$ cat src/rtl/fp_mul_seq.sv
// rtl/fp_mul_seq.sv - sequential IEEE-754 multiplier, shift-add mantissa core, RNE, flush-to-zero
module fp_mul_seq #(
  parameter int EXP_W = 8,
  parameter int MAN_W = 23
) (
  input  logic                   sys_clk,
  input  logic                   sys_rst_n,
  input  logic [EXP_W+MAN_W:0]   data1_in,
  input  logic [EXP_W+MAN_W:0]   data2_in,
  input  logic                   trig,
  output logic [EXP_W+MAN_W:0]   data_out,
  output logic                   vld,
  output logic                   busy,
  output logic                   flag_invalid,
  output logic                   flag_overflow,
  output logic                   flag_underflow,
  output logic                   flag_inexact
);
  localparam int W  = 1 + EXP_W + MAN_W;
  localparam int M  = MAN_W + 1;
  localparam int P  = 2 * M;
  localparam int CW = $clog2(M + 1);
  localparam logic [EXP_W+1:0] BIAS = (EXP_W+2)'((1 << (EXP_W - 1)) - 1);
  localparam logic [1:0] SP_NONE = 2'd0, SP_NAN = 2'd1, SP_INF = 2'd2, SP_ZERO = 2'd3;

  typedef enum logic [1:0] {IDLE, MUL, NORM, DONE} state_t;

  state_t           state_q, state_d;
  logic             sign_q, sign_d;
  logic [1:0]       sp_q, sp_d;
  logic [EXP_W+1:0] e_q, e_d;
  logic [M-1:0]     ma_q, ma_d, mb_q, mb_d;
  logic [P-1:0]     acc_q, acc_d;
  logic [CW-1:0]    cnt_q, cnt_d;
  logic [W-1:0]     res_q, res_d;
  logic [3:0]       flags_q, flags_d;

  logic [EXP_W-1:0] e1, e2;
  logic [MAN_W-1:0] f1, f2;
  logic             z1, z2, i1, i2, n1, n2;
  logic [M:0]       sum;
  logic [P-1:0]     norm;
  logic [M-1:0]     mant;
  logic             guard, sticky, inc;
  logic [M:0]       rnd;
  logic [EXP_W+1:0] e_n;
  logic             ovf, unf;

  always_comb begin
    state_d = state_q;
    sign_d  = sign_q;
    sp_d    = sp_q;
    e_d     = e_q;
    ma_d    = ma_q;
    mb_d    = mb_q;
    acc_d   = acc_q;
    cnt_d   = cnt_q;
    res_d   = res_q;
    flags_d = flags_q;

    e1 = data1_in[W-2 -: EXP_W];
    e2 = data2_in[W-2 -: EXP_W];
    f1 = data1_in[MAN_W-1:0];
    f2 = data2_in[MAN_W-1:0];
    z1 = (e1 == '0);
    z2 = (e2 == '0);
    i1 = (&e1) && (f1 == '0);
    i2 = (&e2) && (f2 == '0);
    n1 = (&e1) && (f1 != '0);
    n2 = (&e2) && (f2 != '0);

    // right-shifting accumulator: the high half collects partial sums, low half the retired bits
    sum = {1'b0, acc_q[P-1:M]} + (mb_q[0] ? {1'b0, ma_q} : '0);

    norm   = acc_q[P-1] ? acc_q : (acc_q << 1);
    mant   = norm[P-1 -: M];
    guard  = norm[M-1];
    sticky = |norm[M-2:0];
    inc    = guard & (sticky | mant[0]);
    rnd    = {1'b0, mant} + {{M{1'b0}}, inc};
    e_n    = e_q + {{(EXP_W+1){1'b0}}, acc_q[P-1]} + {{(EXP_W+1){1'b0}}, rnd[M]};
    ovf    = !e_n[EXP_W+1] && (e_n[EXP_W:0] >= {1'b0, {EXP_W{1'b1}}});
    unf    = e_n[EXP_W+1] || (e_n == '0);

    case (state_q)
      IDLE: begin
        if (trig) begin
          sign_d  = data1_in[W-1] ^ data2_in[W-1];
          if (n1 || n2 || (i1 && z2) || (i2 && z1)) sp_d = SP_NAN;
          else if (i1 || i2)                        sp_d = SP_INF;
          else if (z1 || z2)                        sp_d = SP_ZERO;
          else                                      sp_d = SP_NONE;
          e_d     = {2'b00, e1} + {2'b00, e2} - BIAS;
          ma_d    = {1'b1, f1};
          mb_d    = {1'b1, f2};
          acc_d   = '0;
          cnt_d   = '0;
          state_d = MUL;
        end
      end
      MUL: begin
        acc_d = {sum, acc_q[M-1:1]};
        mb_d  = mb_q >> 1;
        cnt_d = cnt_q + 1'b1;
        if (cnt_q == CW'(M - 1)) state_d = NORM;
      end
      NORM: begin
        state_d = DONE;
        // specials still run the full multiply so latency never depends on the operands
        case (sp_q)
          SP_NAN: begin
            res_d   = {1'b0, {EXP_W{1'b1}}, 1'b1, {(MAN_W-1){1'b0}}};
            flags_d = 4'b1000;
          end
          SP_INF: begin
            res_d   = {sign_q, {EXP_W{1'b1}}, {MAN_W{1'b0}}};
            flags_d = 4'b0000;
          end
          SP_ZERO: begin
            res_d   = {sign_q, {(EXP_W+MAN_W){1'b0}}};
            flags_d = 4'b0000;
          end
          default: begin
            if (ovf) begin
              res_d   = {sign_q, {EXP_W{1'b1}}, {MAN_W{1'b0}}};
              flags_d = 4'b0101;
            end else if (unf) begin
              res_d   = {sign_q, {(EXP_W+MAN_W){1'b0}}};
              flags_d = 4'b0011;
            end else begin
              res_d   = {sign_q, e_n[EXP_W-1:0], rnd[MAN_W-1:0]};
              flags_d = {3'b000, guard | sticky};
            end
          end
        endcase
      end
      DONE:    state_d = IDLE;
      default: state_d = IDLE;
    endcase
  end

  always_ff @(posedge sys_clk or negedge sys_rst_n) begin
    if (!sys_rst_n) begin
      state_q <= IDLE;
      sign_q  <= 1'b0;
      sp_q    <= SP_NONE;
      e_q     <= '0;
      ma_q    <= '0;
      mb_q    <= '0;
      acc_q   <= '0;
      cnt_q   <= '0;
      res_q   <= '0;
      flags_q <= '0;
    end else begin
      state_q <= state_d;
      sign_q  <= sign_d;
      sp_q    <= sp_d;
      e_q     <= e_d;
      ma_q    <= ma_d;
      mb_q    <= mb_d;
      acc_q   <= acc_d;
      cnt_q   <= cnt_d;
      res_q   <= res_d;
      flags_q <= flags_d;
    end
  end

  assign data_out       = res_q;
  assign vld            = (state_q == DONE);
  assign busy           = (state_q == MUL) || (state_q == NORM);
  assign flag_invalid   = flags_q[3];
  assign flag_overflow  = flags_q[2];
  assign flag_underflow = flags_q[1];
  assign flag_inexact   = flags_q[0];

endmodule
$ cat config.mk
export PLATFORM = sky130hd
export DESIGN_NAME = fp_mul_seq
export DESIGN_NICKNAME = d
export VERILOG_FILES = /design/src/rtl/fp_mul_seq.sv
export SDC_FILE = /design/constraint.sdc
export NUM_CORES = 1
export LEC_CHECK = 0
export CAP_MARGIN = 20
export CORE_UTILIZATION = 30
export DETAILED_ROUTE_END_ITERATION = 10
export PLACE_DENSITY_LB_ADDON = 0.1
export SYNTH_ARGS = -nofsm -noshare
export SYNTH_HDL_FRONTEND = slang
export SYNTH_SLANG_ARGS = --single-unit
$ cat constraint.sdc
create_clock -name sys_clk -period 4.6 [get_ports sys_clk]
set_input_delay 0.46 -clock sys_clk [delete_from_list [all_inputs] [get_ports sys_clk]]
set_output_delay 0.46 -clock sys_clk [all_outputs]
set_load 0.01 [all_outputs]
==> out/metrics.cfg, run 1 <==
[placed_design]
portBuffers = 104
dp_hpwl_um = 20900
placed_area_um2 = 11350
routabilityCongestion = 0.8030
post-place-cells = 1554

[timing]
tightest_slew_ps = 1055
fin_crit_sh_pct = 91.31
fin_tns_setup_ps = 0
skew_ps = 12.04
max_freq_mhz = 238.1
setup_violations = 0
final-hold-violation-count = 0
rsz0062_at_grt = no
drv_slew = 0
layout_min_cycle_time_ps = 4200
timing.hold.ws_ps = 70.17
max_slew_margin_pct = 29.66

[synth]
yosysSeqAreaShare_pct = 38.45
synth_area_leader_cell = dfrtp_1
yosysMostFrequentCell = dfrtp_1
syn_area_per_cell_um2 = 9.377
synth_area_um2 = 9893
synthCells = 1055
synthArstFlopShare_pct = 100.0
synth_edf_count = 0
ys_ff_latch = 152
synth_nets = 1175
yosys_warnings = 0
synth_top_area_share_pct = 38.45
synth_ff_type = dfrtp_1
synthTopCellsByArea = dfrtp_1, mux2_2, ha_1
synthTopCellsByCount = dfrtp_1, nand2_1, a21oi_1
synth_cell_types = 73

[clocking]
worstSkewPairLatency_ps = 440
cts_root_buf = clkbuf_16
htreeDepth = 4
clk_pin_slew_ps = 70
cts_made_buffers = 17
cts_tree = built
clockBufferDepth = 2
clock-sinks = 152

[drt]
finalWirelength_um = 28160
drtPass1Iterations = 5
detail-route-antenna-nets = 0
wire_per_inst_um = 17.74
drt_iter0_markers = 517
vias_per_cell = 5.159
drcViolationCount = 0
vias = 8188

[grt]
grt.overflow.total = 0
grt_max_degree = 81
top_usage_layer = met2
grt_usage_pct = 17.46
antenna_found_initial = 1
met2_usage_pct = 25.98
grtUsageMet1_pct = 25.58
grtUsageMet3_pct = 3.843
grt_pass1_wl_um = 46140
grt_pass1_vias = 8100

[floorplan]
core_um2 = 32450
initial_core_util_pct = 30.48
die_area_um2 = 33710
io-pin-count = 105
die_h_um = 183.6
row_count = 66
die_x_um = 183.6

[power]
pwr-share-comb_pct = 53.6
vdd_ir_drop_max_mv = 0.3449
swShare_pct = 43.96
p_seq_share_pct = 29.7
total_power_mw = 8.295
p_sw_mw = 3.646
p_clk_share_pct = 16.7
internal-power_mw = 4.649
p_leak_nw = 4.866
cellPowerDensity_nw_per_um2 = 692.7

[final_layout]
fill_cells = 3339
finalInstanceArea_um2 = 11970
layout.cells.non_filler = 1587
layout.nets = 1252
multi_input_area_um2 = 5683
antennaDiodeCount = 0
drive_gt1_share_pct = 11.97
area_delta_synth_final_pct = 21.03
seq_area_um2 = 3806

[worst_setup_path]
path_cells = nand2b_4, a21boi_0, ha_1, nand3_2, nor4b_4, nand4_2, nor2_1, nand3_1, nor2_2, fa_2, nand2_1, or3_1, a2111oi_2, o211a_1, nand3b_1, buf_6, o32ai_1
max_stage_delay_ps = 420
crit_type = reg2reg
worst-path-buf-inv = 1
critPathMaxFanout = 23
end_kind = register
crit_family = simple AND/OR/NAND/NOR gates
arrival_ps = 4520
start_kind = register
slowest_stage = dfrtp_1
worstPathRequired_ps = 4920

[outcome]
outcome = finished, final reports clean

[job]
maxCapViolCount = 0

[worst_hold_path]
min_path_type = in2async

[sequential cells by signal, indices dropped and copies added (netlist names)]
signal,cells
e_q,10
mb_q,24
sp_q,2
flags_q,4
data_out,32
cnt_q,5
state_q,2
acc_q,48
sign_q,1
ma_q,24
[metal layers]
layer / up-vias / share of wire (%)
li1: 4099 / -
met1: 3943 / 51
met2: 134 / 44
met3: 12 / 4.0
met4: 0 / 0.75
met5: - / 0
[area by class of cell]
cell class                 count  share of cell area (%)
multi-input combinational    795                   47.46
sequential                   152                   31.79
timing repair buffer         127                   10.18
tap                          442                   4.619
clock buffer                  17                   3.553
inverter                      39                   1.223
clock inverter                15                   1.181
[stage by stage]
stage / util (%) / worst slack, ps
CTS: 36.74 / 54.56
floorplan: - / 81.38
finish: 36.90 / 399.9
detailed placement: 34.98 / -198.1
global route: 36.90 / 62.25
global placement: 34.98 / -47.25
[what timing repair did]
item	in CTS	in global routing
pin swaps	0	1
endpoints found under the setup margin	24	26
setup buffers	0	1
gates resized for setup	3	10
hold buffers	0	0
gates cloned	0	0
[power groups by stage]
| stage | sequential [mW] | clock [mW] | combinational [mW] |
|---|---|---|---|
| final | 2.46 | 1.38 | 4.45 |
| after global routing | 2.57 | 1.49 | 4.98 |
| after CTS | 2.47 | 1.42 | 4.46 |
| after detailed placement | 2.49 | 0 | 4.44 |
| after global placement | 2.48 | 0 | 4.43 |
| after floorplan | 2.32 | 0 | 3.22 |
[logic make-up after synthesis]
family	Yosys count	share of synthesized area, %
flip-flops	152	38.45
buffers and inverters	108	4.565
XOR/XNOR	48	4.249
multiplexers	71	7.917
AO/OA/AOI/OAI	305	20.86
adder cells (fa/ha/maj)	53	6.931
AND/OR/NAND/NOR	318	17.04
[placed cells by master, fill, tap and decap left out, drive strengths merged, types with 8 or more instances in the layout]
cell type	n
and2	33
mux2	58
nand3	32
clkbuf	17
dfrtp	152
nor3	19
clkdlybuf4s50	103
o2bb2ai	16
a21o	15
mux2i	13
o22ai	50
ha	50
buf	24
nor4	28
nor2	50
xor2	21
o21ai	48
inv	45
a21oi	62
nand4	24
a211oi	13
nand2	82
and3	8
xnor2	27
nand2b	9
a22o	26
[worst register-to-register path, cell delays in order, from the launching register on]
cell and delay [ps]:
dfrtp_1 420, nand2b_4 170, a21boi_0 170, ha_1 250
nand3_2 160, nor4b_4 370, nand4_2 140, nor2_1 190
nand3_1 120, nor2_2 210, fa_2 300, nand2_1 70
or3_1 350, a2111oi_2 420, o211a_1 260, nand3b_1 130
buf_6 220, o32ai_1 140
[path summary, 6_finish.rpt]
path / slack, ps / cells after the start / to / start
max: 400 / 17 / data_out[17] / acc_q[47]
max reg2reg: 400 / 17 / data_out[17] / acc_q[47]
max in group asynchronous: 3470 / 2 / ma_q[22] / sys_rst_n
min reg2reg: 470 / 1 / ma_q[23] / ma_q[23]
min: 70 / 1 / flags_q[1] / sys_rst_n
min in group sys_clk: 470 / 1 / ma_q[23] / ma_q[23]
(Power assumes the default switching activity.)
==> run 2, diff against run 1 <==
- RECOVER_POWER: not set -> 100
==> out/metrics.cfg, run 2 (synthesized netlist as in run 1, its figures left out) <==
[grt]
grt_usage_pct = 17.46  ; unchanged
grt_max_degree = 81  ; unchanged
grt_pass1_wl_um = 46140  ; unchanged
antenna_found_initial = 1  ; unchanged
grt_pass1_vias = 8100  ; unchanged
grt.overflow.total = 0  ; unchanged

[clocking]
clk_pin_slew_ps = 70  ; about the same
clockBufferDepth = 2  ; unchanged
htreeDepth = 4  ; unchanged
cts_root_buf = clkbuf_16
cts_tree = built
hold_buffers = 0  ; unchanged
cts_made_buffers = 17  ; unchanged
worstSkewPairLatency_ps = 440  ; about the same
clock-sinks = 152  ; unchanged

[power]
internal-power_mw = 4.589  ; -1.3%
pwr-share-comb_pct = 53.3  ; -0.3 points
p_seq_share_pct = 29.9  ; +0.2 points
swShare_pct = 44.16  ; +0.20 points
p_leak_nw = 4.936  ; +1.4%
total_power_mw = 8.218  ; -0.92%
vdd_ir_drop_max_mv = 0.3428  ; -0.60%
p_clk_share_pct = 16.8  ; about the same
cellPowerDensity_nw_per_um2 = 688.4  ; -0.62%
p_sw_mw = 3.629  ; -0.47%

[final_layout]
area_delta_synth_final_pct = 20.67
largest_reg_flops = 48  ; unchanged
final_common_cell = dfrtp_1
antennaDiodeCount = 0  ; unchanged
drive_gt1_share_pct = 11.35  ; -0.61 points
mostFrequentLayoutCells = dfrtp_1, nand2_1, clkdlybuf4s50_1, a21oi_1, mux2_2
layout.nets = 1252  ; unchanged
largest-register = acc_q

[timing]
layout_min_cycle_time_ps = 4178  ; -22.59 ps
max_slew_margin_pct = -44.90  ; -75 points
fin_tns_setup_ps = 0  ; unchanged
rsz0062_at_grt = no
drv_slew = 209  ; +209
fin_crit_sh_pct = 90.82  ; -0.49 points
max_freq_mhz = 239.4  ; +0.54%
skew_ps = 11.21  ; -0.8303 ps
tightest_slew_ps = 2174  ; +1118 ps
final-hold-violation-count = 0  ; unchanged
setup_violations = 0  ; unchanged

[placed_design]
routabilityCongestion = 0.8030  ; unchanged
portBuffers = 104  ; unchanged
dp_hpwl_um = 20900  ; unchanged

[worst_setup_path]
end_kind = register
path_cells = nand2b_4, a21boi_0, ha_1, nand3_2, nor4b_4, nand4_2, nor2_1, nand3_1, nor2_2, fa_2, nand2_1, or3_1, a2111oi_2, o211a_1, nand3b_1, buf_6, o32ai_1
slowest_stage = dfrtp_1
start_kind = register
critPathMaxFanout = 23  ; unchanged
crit_type = reg2reg
arrival_ps = 4490  ; -30 ps
worstPathRequired_ps = 4920  ; about the same
max_stage_delay_ps = 420  ; about the same

[floorplan]
die_x_um = 183.6  ; unchanged
die_h_um = 183.6  ; unchanged
row_count = 66  ; unchanged
die_area_um2 = 33710  ; unchanged
io-pin-count = 105  ; unchanged
core_um2 = 32450  ; unchanged
initial_core_util_pct = 30.48  ; unchanged

[job]
maxCapViolCount = 4  ; +4

[drt]
drt_iter0_markers = 498  ; -3.7%
drcViolationCount = 0  ; unchanged
finalWirelength_um = 28160  ; about the same
drtPass1Iterations = 5  ; unchanged
detail-route-antenna-nets = 0  ; unchanged
vias_per_cell = 5.159  ; about the same
wire_per_inst_um = 17.75  ; about the same
vias = 8187  ; -0.012%

[outcome]
violations = max-capacitance violations, max-slew violations
outcome = complete, but fails checks

[worst_hold_path]
min_path_type = reg2reg

==> run 2: cell types whose count changed in the layout (fill, tap and decap cells not counted), sizes merged <==
cell	previous run	this run
clkdlybuf4s50	103	63
dlygate4sd3	0	40
buf	24	18
clkbuf	17	23
==> run 2: what timing repair did <==
action / CTS / global route
endpoints found under the setup margin: 24 / 26
buffers inserted: 0 / 1
pin swaps: 0 / 1
gates resized for setup: 3 / 10
==> run 2: cell type report <==
cell class              count  area [um^2]
clock buffers              17        425.4
repair buffers            127         1195
well taps                 442        553.0
clock inverters            15        141.4
multi-input cells         795         5670
fillers                  3342        20520
inverters                  39        146.4
flip-flops and latches    152         3806
==> run 2: path summary, 6_finish.rpt <==
| kind | endpoint | slack (ps) | startpoint | depth (start not counted) |
|---|---|---|---|---|
| max | data_out[17] | 420 | acc_q[47] | 17 |
| min | ma_q[23] | 470 | ma_q[23] | 1 |
| max reg2reg | data_out[17] | 420 | acc_q[47] | 17 |
| min reg2reg | ma_q[23] | 470 | ma_q[23] | 1 |
| max in group asynchronous | ma_q[22] | 1070 | sys_rst_n | 2 |
| min in group asynchronous | flags_q[1] | 630 | sys_rst_n | 1 |
==> run 2: per-stage QoR <==
stage          instance area (um^2)  hold slack, ps  utilization (%)  setup WS [ps]  instances
5_1_grt                       11940           490.9            36.78          58.88       1587
3_5_place_dp                  11350           461.3            34.98         -198.1       1554
4_1_cts                       11920           102.5            36.74          54.56       1586
2_1_floorplan                  9897           164.4                -          81.38       1055
3_3_place_gp                  11350           454.0            34.98         -47.25       1554
6_report                      11940           472.8            36.78          422.5       1587
==> run 2: power groups by stage <==
stage | Combinational, mW | Clock (mW) | Sequential (mW)
after CTS | 4.46 | 1.42 | 2.47
after floorplan | 3.22 | 0 | 2.32
final | 4.38 | 1.38 | 2.46
after global placement | 4.43 | 0 | 2.48
after detailed placement | 4.44 | 0 | 2.49
after global routing | 4.92 | 1.49 | 2.57
==> run 2: routing by layer <==
layer	GRT usage (%)	share of wire, %	routed length [um]	up-vias
met5	0	0	0	-
met2	25.98	44	12290	133
met1	25.58	52	14560	3945
met4	3.733	0.70	197	0
met3	3.843	3.9	1107	10
li1	-	-	-	4099
==> run 2: worst max-delay path, delay by kind of cell, from the launching register on <==
family / cells / cell delay [ps]
and+or+nand+nor: 10 / 1900
adders and majority gates: 2 / 550
AOI/OAI and AO/OA: 4 / 960
buffers and inverters: 1 / 220
DFF: 1 / 420
==> run 3, diff against run 2 <==
==> constraint.sdc (replaced) <==
create_clock -name sys_clk -period 4.6 [get_ports sys_clk]
set_input_delay 0.92 -clock sys_clk [delete_from_list [all_inputs] [get_ports sys_clk]]
set_output_delay 0.92 -clock sys_clk [all_outputs]
set_load 0.01 [all_outputs]
==> out/metrics.cfg, run 3 (synthesized netlist as in run 1, its figures left out) <==
[timing]
finalWorstSetupSlack_ps = 412.9  ; -9.529 ps
fin_tns_setup_ps = 0  ; unchanged
tightest_slew_ps = 2552  ; +378.2 ps
drv_slew = 127  ; -39%
timing.hold.ws_ps = 460.1  ; -12.70 ps
max_freq_mhz = 238.8  ; -0.23%
layout_min_cycle_time_ps = 4187  ; +9.529 ps
max_slew_margin_pct = -70.12  ; -25 points
skew_ps = 15.47  ; +4.265 ps
setup_violations = 0  ; unchanged
final-hold-violation-count = 0  ; unchanged
fin_crit_sh_pct = 91.02  ; +0.21 points

[final_layout]
layout.nets = 1256  ; +0.32%
area_delta_synth_final_pct = 21.01
largest-register = acc_q
final_common_cell = dfrtp_1
layout.cells.non_filler = 1591  ; +0.25%
mostFrequentLayoutCells = dfrtp_1, nand2_1, clkdlybuf4s50_1, a21oi_1, mux2_2
drive_gt1_share_pct = 11.40  ; +0.048 points
largest_reg_flops = 48  ; unchanged
antennaDiodeCount = 0  ; unchanged

[worst_setup_path]
end_kind = register
worst-path-buf-inv = 1  ; unchanged
crit_family = simple AND/OR/NAND/NOR gates
max_stage_delay_ps = 420  ; about the same
start_kind = register
critPathMaxFanout = 23  ; unchanged
arrival_ps = 4490  ; about the same
worstPathRequired_ps = 4910  ; about the same
slowest_stage = dfrtp_1
path_cells = nand2b_4, a21boi_0, ha_1, nand3_2, nor4b_4, nand4_2, nor2_1, nand3_1, nor2_2, fa_2, nand2_1, or3_1, a2111oi_1, o211a_1, nand3b_1, buf_6, o32ai_1
crit_type = reg2reg

[placed_design]
routabilityCongestion = 0.7860  ; -2.1%
dp_slack_ps = 27.51  ; +225.6 ps
post-place-cells = 1559  ; +0.32%
dp_hpwl_um = 20860  ; -0.17%
portBuffers = 104  ; unchanged

[job]
maxCapViolCount = 2  ; -2

[worst_hold_path]
min_path_type = reg2reg

[clocking]
postCtsSetupBuffers = 0  ; unchanged
clock-sinks = 152  ; unchanged
cts_made_buffers = 17  ; unchanged
clockBufferDepth = 2  ; unchanged
cts_root_buf = clkbuf_16
hold_buffers = 0  ; unchanged
cts_tree = built
clk_pin_slew_ps = 60  ; about the same
htreeDepth = 4  ; unchanged
worstSkewPairLatency_ps = 450  ; about the same

[floorplan]
die_h_um = 183.6  ; unchanged
die_x_um = 183.6  ; unchanged
die_area_um2 = 33710  ; unchanged
row_count = 66  ; unchanged
io-pin-count = 105  ; unchanged
initial_core_util_pct = 30.48  ; unchanged
core_um2 = 32450  ; unchanged

[grt]
grt_pass1_vias = 8210  ; +1.4%
grt_usage_pct = 17.47  ; about the same
grtUsageMet1_pct = 25.02  ; -0.55 points
grtUsageMet3_pct = 3.843  ; unchanged
grt_pass1_wl_um = 45970  ; -0.37%
top_usage_layer = met2
antenna_found_initial = 1  ; unchanged
grt.overflow.total = 0  ; unchanged
grt_max_degree = 93  ; +15%
met2_usage_pct = 26.23  ; +0.24 points

[drt]
vias_per_cell = 5.221  ; +1.2%
detail-route-antenna-nets = 0  ; unchanged
finalWirelength_um = 28250  ; +0.33%
drcViolationCount = 0  ; unchanged
drtPass1Iterations = 5  ; unchanged
drt_iter0_markers = 451  ; -9.4%
vias = 8307  ; +1.5%
wire_per_inst_um = 17.76  ; about the same

[outcome]
outcome = complete, but fails checks
violations = max-capacitance violations, max-slew violations

[power]
total_power_mw = 8.270  ; +0.63%
vdd_ir_drop_max_mv = 0.3336  ; -2.7%
p_leak_nw = 4.943  ; +0.14%
cellPowerDensity_nw_per_um2 = 690.8  ; +0.35%

==> run 3: cell count changes in the layout (fill, tap and decap cells not counted), moves of 3 or more <==
cell / delta
clkinvlp_4: +4
and2_0: +3
buf_4: +3
clkinv_2: -3
==> run 3: stage by stage <==
step / utilization, % / area (um^2)
2_1_floorplan: - / 9897
3_3_place_gp: 35.08 / 11390
3_5_place_dp: 35.08 / 11390
4_1_cts: 36.86 / 11960
5_1_grt: 36.89 / 11970
6_report: 36.89 / 11970
==> run 3: per-layer routing <==
layer	vias up	part of all wire [%]
met2	152	44
met5	-	0
met3	22	4.1
met1	4023	50
met4	0	1.1
li1	4110	-
==> run 3: final cells by class <==
class | count | area, um^2
inverter | 39 | 146.4
timing repair buffer | 131 | 1224
clock inverter | 12 | 116.4
sequential | 152 | 3804
tap | 442 | 553.0
fill | 3277 | 20480
clock buffer | 20 | 456.7
multi-input combinational | 795 | 5672
==> run 3: report_power, final <==
part	internal (mW)	switching [mW]
combinational	1.96	2.48
sequential	1.89	0.539
clock	0.778	0.619
==> run 3: worst paths after layout <==
path,start,endpoint,slack (ps),cells past startpoint
worst max-delay path,acc_q[47],data_out[17],410,17
worst min-delay path,ma_q[23],ma_q[23],460,1
worst max register to register,acc_q[47],data_out[17],410,17
worst min register to register,ma_q[23],ma_q[23],460,1
max in group asynchronous,sys_rst_n,acc_q[9],1430,2
min in group asynchronous,sys_rst_n,acc_q[14],1190,1
==> run 3: repair_timing <==
item,CTS,global route
gates cloned,0,0
setup endpoints to repair,2,28
gates resized for setup,1,8
==> RTL change 1 (flow settings as in run 2) <==
Set the parameter `MAN_W` to 21 (it was 23).
--- a/src/rtl/fp_mul_seq.sv
+++ b/src/rtl/fp_mul_seq.sv
@@ -1,7 +1,7 @@
 // rtl/fp_mul_seq.sv - sequential IEEE-754 multiplier, shift-add mantissa core, RNE, flush-to-zero
 module fp_mul_seq #(
   parameter int EXP_W = 8,
-  parameter int MAN_W = 23
+  parameter int MAN_W = 21
 ) (
   input  logic                   sys_clk,
   input  logic                   sys_rst_n,
Interface: changed (resized data1_in, data2_in and data_out); port bits go from 105 to 99. No check against the original RTL was run, so the function may have changed too.
==> RTL change 1 against run 2 <==
The flow still finishes with violations (capacitance limit, slew limit); synthesized area shrank 8.0%; critical path type unchanged; sequential cell count shrank 10; wire length shrank 14%; highest routed layer is now met5; worst setup slack gained 0.019 ns; cell area shrank 7.9%; clock skew grew 0.00074 ns; total power shrank 11%; core utilization grew 0.20 points.
==> RTL change 1: results <==
metrics = {
    "run_status": {
        "run_status": "finished, violations left",
        "violations": "capacitance limit, slew limit",
    },
    "yosys": {
        "synth-adder-area-share": 0.0740,
        "sequential_fraction_of_the_synthesis_area": 0.390,
        "synth_xor_xnor_area_share": 0.0489,
        "synth_commonest_cells": "142 x sky130_fd_sc_hd__dfrtp_1, 62 x sky130_fd_sc_hd__nand2_1, 61 x sky130_fd_sc_hd__o22ai_1",
        "synth_nets": 1074,
    },
    "worst_setup_path": {
        "rr_endpoint": "data_out[8]$_DFFE_PN0P_",
        "peak_fanout_along_the_critical_path": 21,
        "crit_path_top_delay_cell": "sky130_fd_sc_hd__or3b_4",
        "cpPeakStageDelay_ns": 0.54,
    },
    "place": {
        "place.port_buffers": 98,
        "dpl-instance-area_sq_um": 10500,
        "place_congestion": 0.802,
    },
    "final_layout": {
        "largest_reg_flops": 44,
        "nNetsFinal": 1152,
        "number_of_fill_cells": 2965,
        "drive_gt1_frac": 0.102,
    },
    "global_routing": {
        "grt_max_degree": 86,
        "grt_usage": 0.162,
        "global_route_wire_length_before_repair_microns": 39700,
    },
    "timing": {
        "skew_ns": 0.0119,
        "report.final.slew_viol_count": 145,
    },
    "flow_run": {
        "timing.max_cap.violations": 3,
    },
    "detailed_routing": {
        "first_iter_violations": 409,
    },
}
-- RTL change 1: power by group --
group	internal, W	switching [W]
Combinational	0.00168	0.00204
Clock	0.000708	0.000603
Sequential	0.00178	0.000486
-- RTL change 1: logic make-up (layout without fill, tap and decap cells) --
group           count (synthesis)  count (layout)
fa+ha+maj                      52              52
flops                         142             142
simple gates                  268             268
compound gates                265             265
buf+inv                       111             202
mux                            71              71
xor+xnor                       50              50
-- RTL change 1: cell type report --
cell class,count,area share
Inverter,53,0.0181
Multi-Input combinational cell,706,0.463
Timing Repair Buffer,117,0.101
Tap cell,390,0.0444
Clock buffer,17,0.0387
Clock inverter,15,0.0115
Sequential cell,142,0.323
-- RTL change 1: stage by stage --
step,util,total power [W],cells,hold WS (ns)
CTS,0.371,0.00748,1440,0.0196
global placement,0.353,0.00612,1408,0.450
detailed placement,0.353,0.00611,1408,0.446
global route,0.370,0.00794,1440,0.498
finish,0.370,0.00729,1440,0.463
floorplan,-,0.00491,959,0.164
-- RTL change 1: worst max path at each step --
| stage | depth (start not counted) | slack (ns) | end | from |
|---|---|---|---|---|
| after detailed placement | 14 | 0.34 | data_out[8]$_DFFE_PN0P_ | acc_q[43]$_DFFE_PN0P_ |
| after CTS | 14 | 0.31 | data_out[8]$_DFFE_PN0P_ | acc_q[43]$_DFFE_PN0P_ |
| final | 14 | 0.44 | data_out[8]$_DFFE_PN0P_ | acc_q[43]$_DFFE_PN0P_ |
| after floorplan | 19 | 0.20 | data_out[7]$_DFFE_PN0P_ | acc_q[43]$_DFFE_PN0P_ |
| after global placement | 15 | 0.41 | data_out[7]$_DFFE_PN0P_ | acc_q[43]$_DFFE_PN0P_ |
| after global routing | 14 | 0.07 | data_out[8]$_DFFE_PN0P_ | acc_q[43]$_DFFE_PN0P_ |
-- RTL change 1: layer usage --
layer | share of wire | wire length, microns | global-route usage | up-vias
met1 | 0.51 | 12200 | 0.235 | 3462
met2 | 0.45 | 10800 | 0.244 | 120
met5 | 0.00070 | 17 | 0 | -
met3 | 0.039 | 940 | 0.0360 | 11
met4 | 0.0065 | 158 | 0.0359 | 2
li1 | - | - | - | 3707
==> RTL change 2 (settings of run 2) <==
Made on the original files. Register the output `flag_underflow`, cleared by the reset; this adds one clock of latency there. The other outputs are not delayed to match.
--- a/src/rtl/fp_mul_seq.sv
+++ b/src/rtl/fp_mul_seq.sv
@@ -170,7 +170,13 @@
   assign busy           = (state_q == MUL) || (state_q == NORM);
   assign flag_invalid   = flags_q[3];
   assign flag_overflow  = flags_q[2];
-  assign flag_underflow = flags_q[1];
+  always_ff @(posedge sys_clk or negedge sys_rst_n) begin
+    if (!sys_rst_n) begin
+      flag_underflow <= '0;
+    end else begin
+      flag_underflow <= flags_q[1];
+    end
+  end
   assign flag_inexact   = flags_q[0];
 
 endmodule
Behaviour: no difference found for any inputs over 10 cycles, from zero or initial values and one cycle with sys_rst_n low; that may be too few to reach the edited logic, so the function may still have changed.
==> RTL change 2 against run 2 <==
The run still ends with capacitance limit, slew limit left; sequential power shrank 3%; final cell count decreased by 4.0%; total power fell by 1.7%; sequential cell count increased by 1; hold slack got worse by 0.092 ns; non-clock buffer count increased by 12; clock skew rose by 0.0022 ns; wire length is 1.7% lower; critical path depth unchanged; synthesized area shrank 3.2%; cell area shrank 1.6%; die area is 3.1% lower; worst setup slack got worse by 0.042 ns; critical path type unchanged.
==> RTL change 2: results <==
metrics = {
    "place": {
        "hpwlAfterDp_microns": 20600,
        "place_congestion": 0.812,
    },
    "flow_run": {
        "timing.max_cap.violations": 5,
    },
    "final_layout": {
        "n_sequential_cell": 153,
        "layout.area.seq_sq_um": 3830,
        "number_of_fill_cells": 3136,
        "clkbuf_count": 18,
        "drive_gt1_frac": 0.116,
        "nNonClkBuffers": 139,
        "multi_input_area_share": 0.460,
        "clkCellAreaFrac": 0.0499,
        "nNetsFinal": 1229,
        "num-multi-input-gates": 761,
        "post_layout_nonfiller_instances": 1524,
    },
    "yosys": {
        "yosys-mux-area-fraction": 0.0788,
        "synth_nets": 1130,
        "synth_cell_type_count": 67,
        "synth_commonest_cells": "153 x sky130_fd_sc_hd__dfrtp_1, 82 x sky130_fd_sc_hd__nand2_1, 67 x sky130_fd_sc_hd__a21oi_1",
        "instance_count_of_the_mapped_netlist": 1010,
        "synth-adder-area-share": 0.0716,
        "share_of_the_synthesized_area_in_compound_gates_ao_oa_aoi_oai": 0.210,
        "sequential_fraction_of_the_synthesis_area": 0.400,
        "synth.yosys.warnings": 0,
        "synth.area.top_cells": "sky130_fd_sc_hd__dfrtp_1 40%, sky130_fd_sc_hd__ha_1 6.5%, sky130_fd_sc_hd__mux2_2 6.0%",
        "synth_xor_xnor_area_share": 0.0457,
    },
    "worst_setup_path": {
        "crit_path_top_delay_cell": "sky130_fd_sc_hd__nor2_2",
        "endpoint": "data_out[10]$_DFFE_PN0P_",
        "rrSetupSlack_ns": 0.38,
        "worst_ep_arrival_time_ns": 4.57,
        "peak_fanout_along_the_critical_path": 16,
        "cpPeakStageDelay_ns": 0.53,
    },
    "timing": {
        "tightest_slew_ns": 2.38,
        "skew_ns": 0.0134,
        "report.final.slew_viol_count": 235,
        "hold_slack_ns": 0.381,
    },
    "run_status": {
        "run_status": "finished, violations left",
        "violations": "capacitance limit, slew limit",
    },
    "global_routing": {
        "grt_usage": 0.174,
        "number_of_antenna_violations_at_the_first_check_in_global_routing": 0,
        "global_route_wire_length_before_repair_microns": 45000,
        "number_of_global_route_vias_before_repair": 7985,
    },
    "worst_hold_path": {
        "worstHoldStart": "flags_q[1]$_DFFE_PN0P_",
        "worstHoldEndpoint": "flag_underflow$_DFF_PN0_",
        "hold_depth": 0,
    },
    "pwr": {
        "power.static_leakage_nw": 4.91,
        "vdd.ir_drop.worst_v": 0.000272,
    },
    "detailed_routing": {
        "vias": 8030,
        "first_iter_violations": 476,
        "route.detailed.wl_per_inst_microns": 18.2,
    },
    "cts": {
        "cts_repair_resize_count": 1,
    },
}
## RTL change 2: where the power goes
group	total, W	switching (W)	internal [W]
Sequential	0.00239	0.000481	0.00191
Combinational	0.00424	0.00237	0.00187
Clock	0.00145	0.000665	0.000785
## RTL change 2: per-stage QoR
stage	cell area (sq um)	worst slack (ns)	total power [W]	utilization
global route	11700	0.0192	0.00876	0.373
finish	11700	0.380	0.00808	0.373
detailed placement	11200	0.0317	0.00675	0.355
global placement	11200	0.148	0.00674	0.355
floorplan	9630	0.00550	0.00528	-
CTS	11800	0.199	0.00823	0.374
## RTL change 2: metal layers
metal  global-route usage  up-vias  wire length (microns)
met5                    0        -                      0
met4               0.0424        0                    309
met3               0.0262       20                    884
met2                0.256      169                  11900
met1                0.263     3865                  14600
li1                     -     3976                      -
## RTL change 2: worst register-to-register path, cell delays in order (launching register included)
cell and delay (ns):
sky130_fd_sc_hd__dfrtp_2 0.48, sky130_fd_sc_hd__clkinv_1 0.09, sky130_fd_sc_hd__nand2_1 0.07, sky130_fd_sc_hd__a21boi_0 0.18, sky130_fd_sc_hd__ha_1 0.25, sky130_fd_sc_hd__nand3_2 0.15
sky130_fd_sc_hd__nor4_4 0.31, sky130_fd_sc_hd__nand3_2 0.16, sky130_fd_sc_hd__nor3_2 0.28, sky130_fd_sc_hd__o211a_1 0.21, sky130_fd_sc_hd__fa_1 0.22, sky130_fd_sc_hd__ha_1 0.21
sky130_fd_sc_hd__and4_1 0.24, sky130_fd_sc_hd__and3b_1 0.19, sky130_fd_sc_hd__nor2_1 0.07, sky130_fd_sc_hd__a41o_1 0.25, sky130_fd_sc_hd__nor2_2 0.53, sky130_fd_sc_hd__a32o_1 0.27
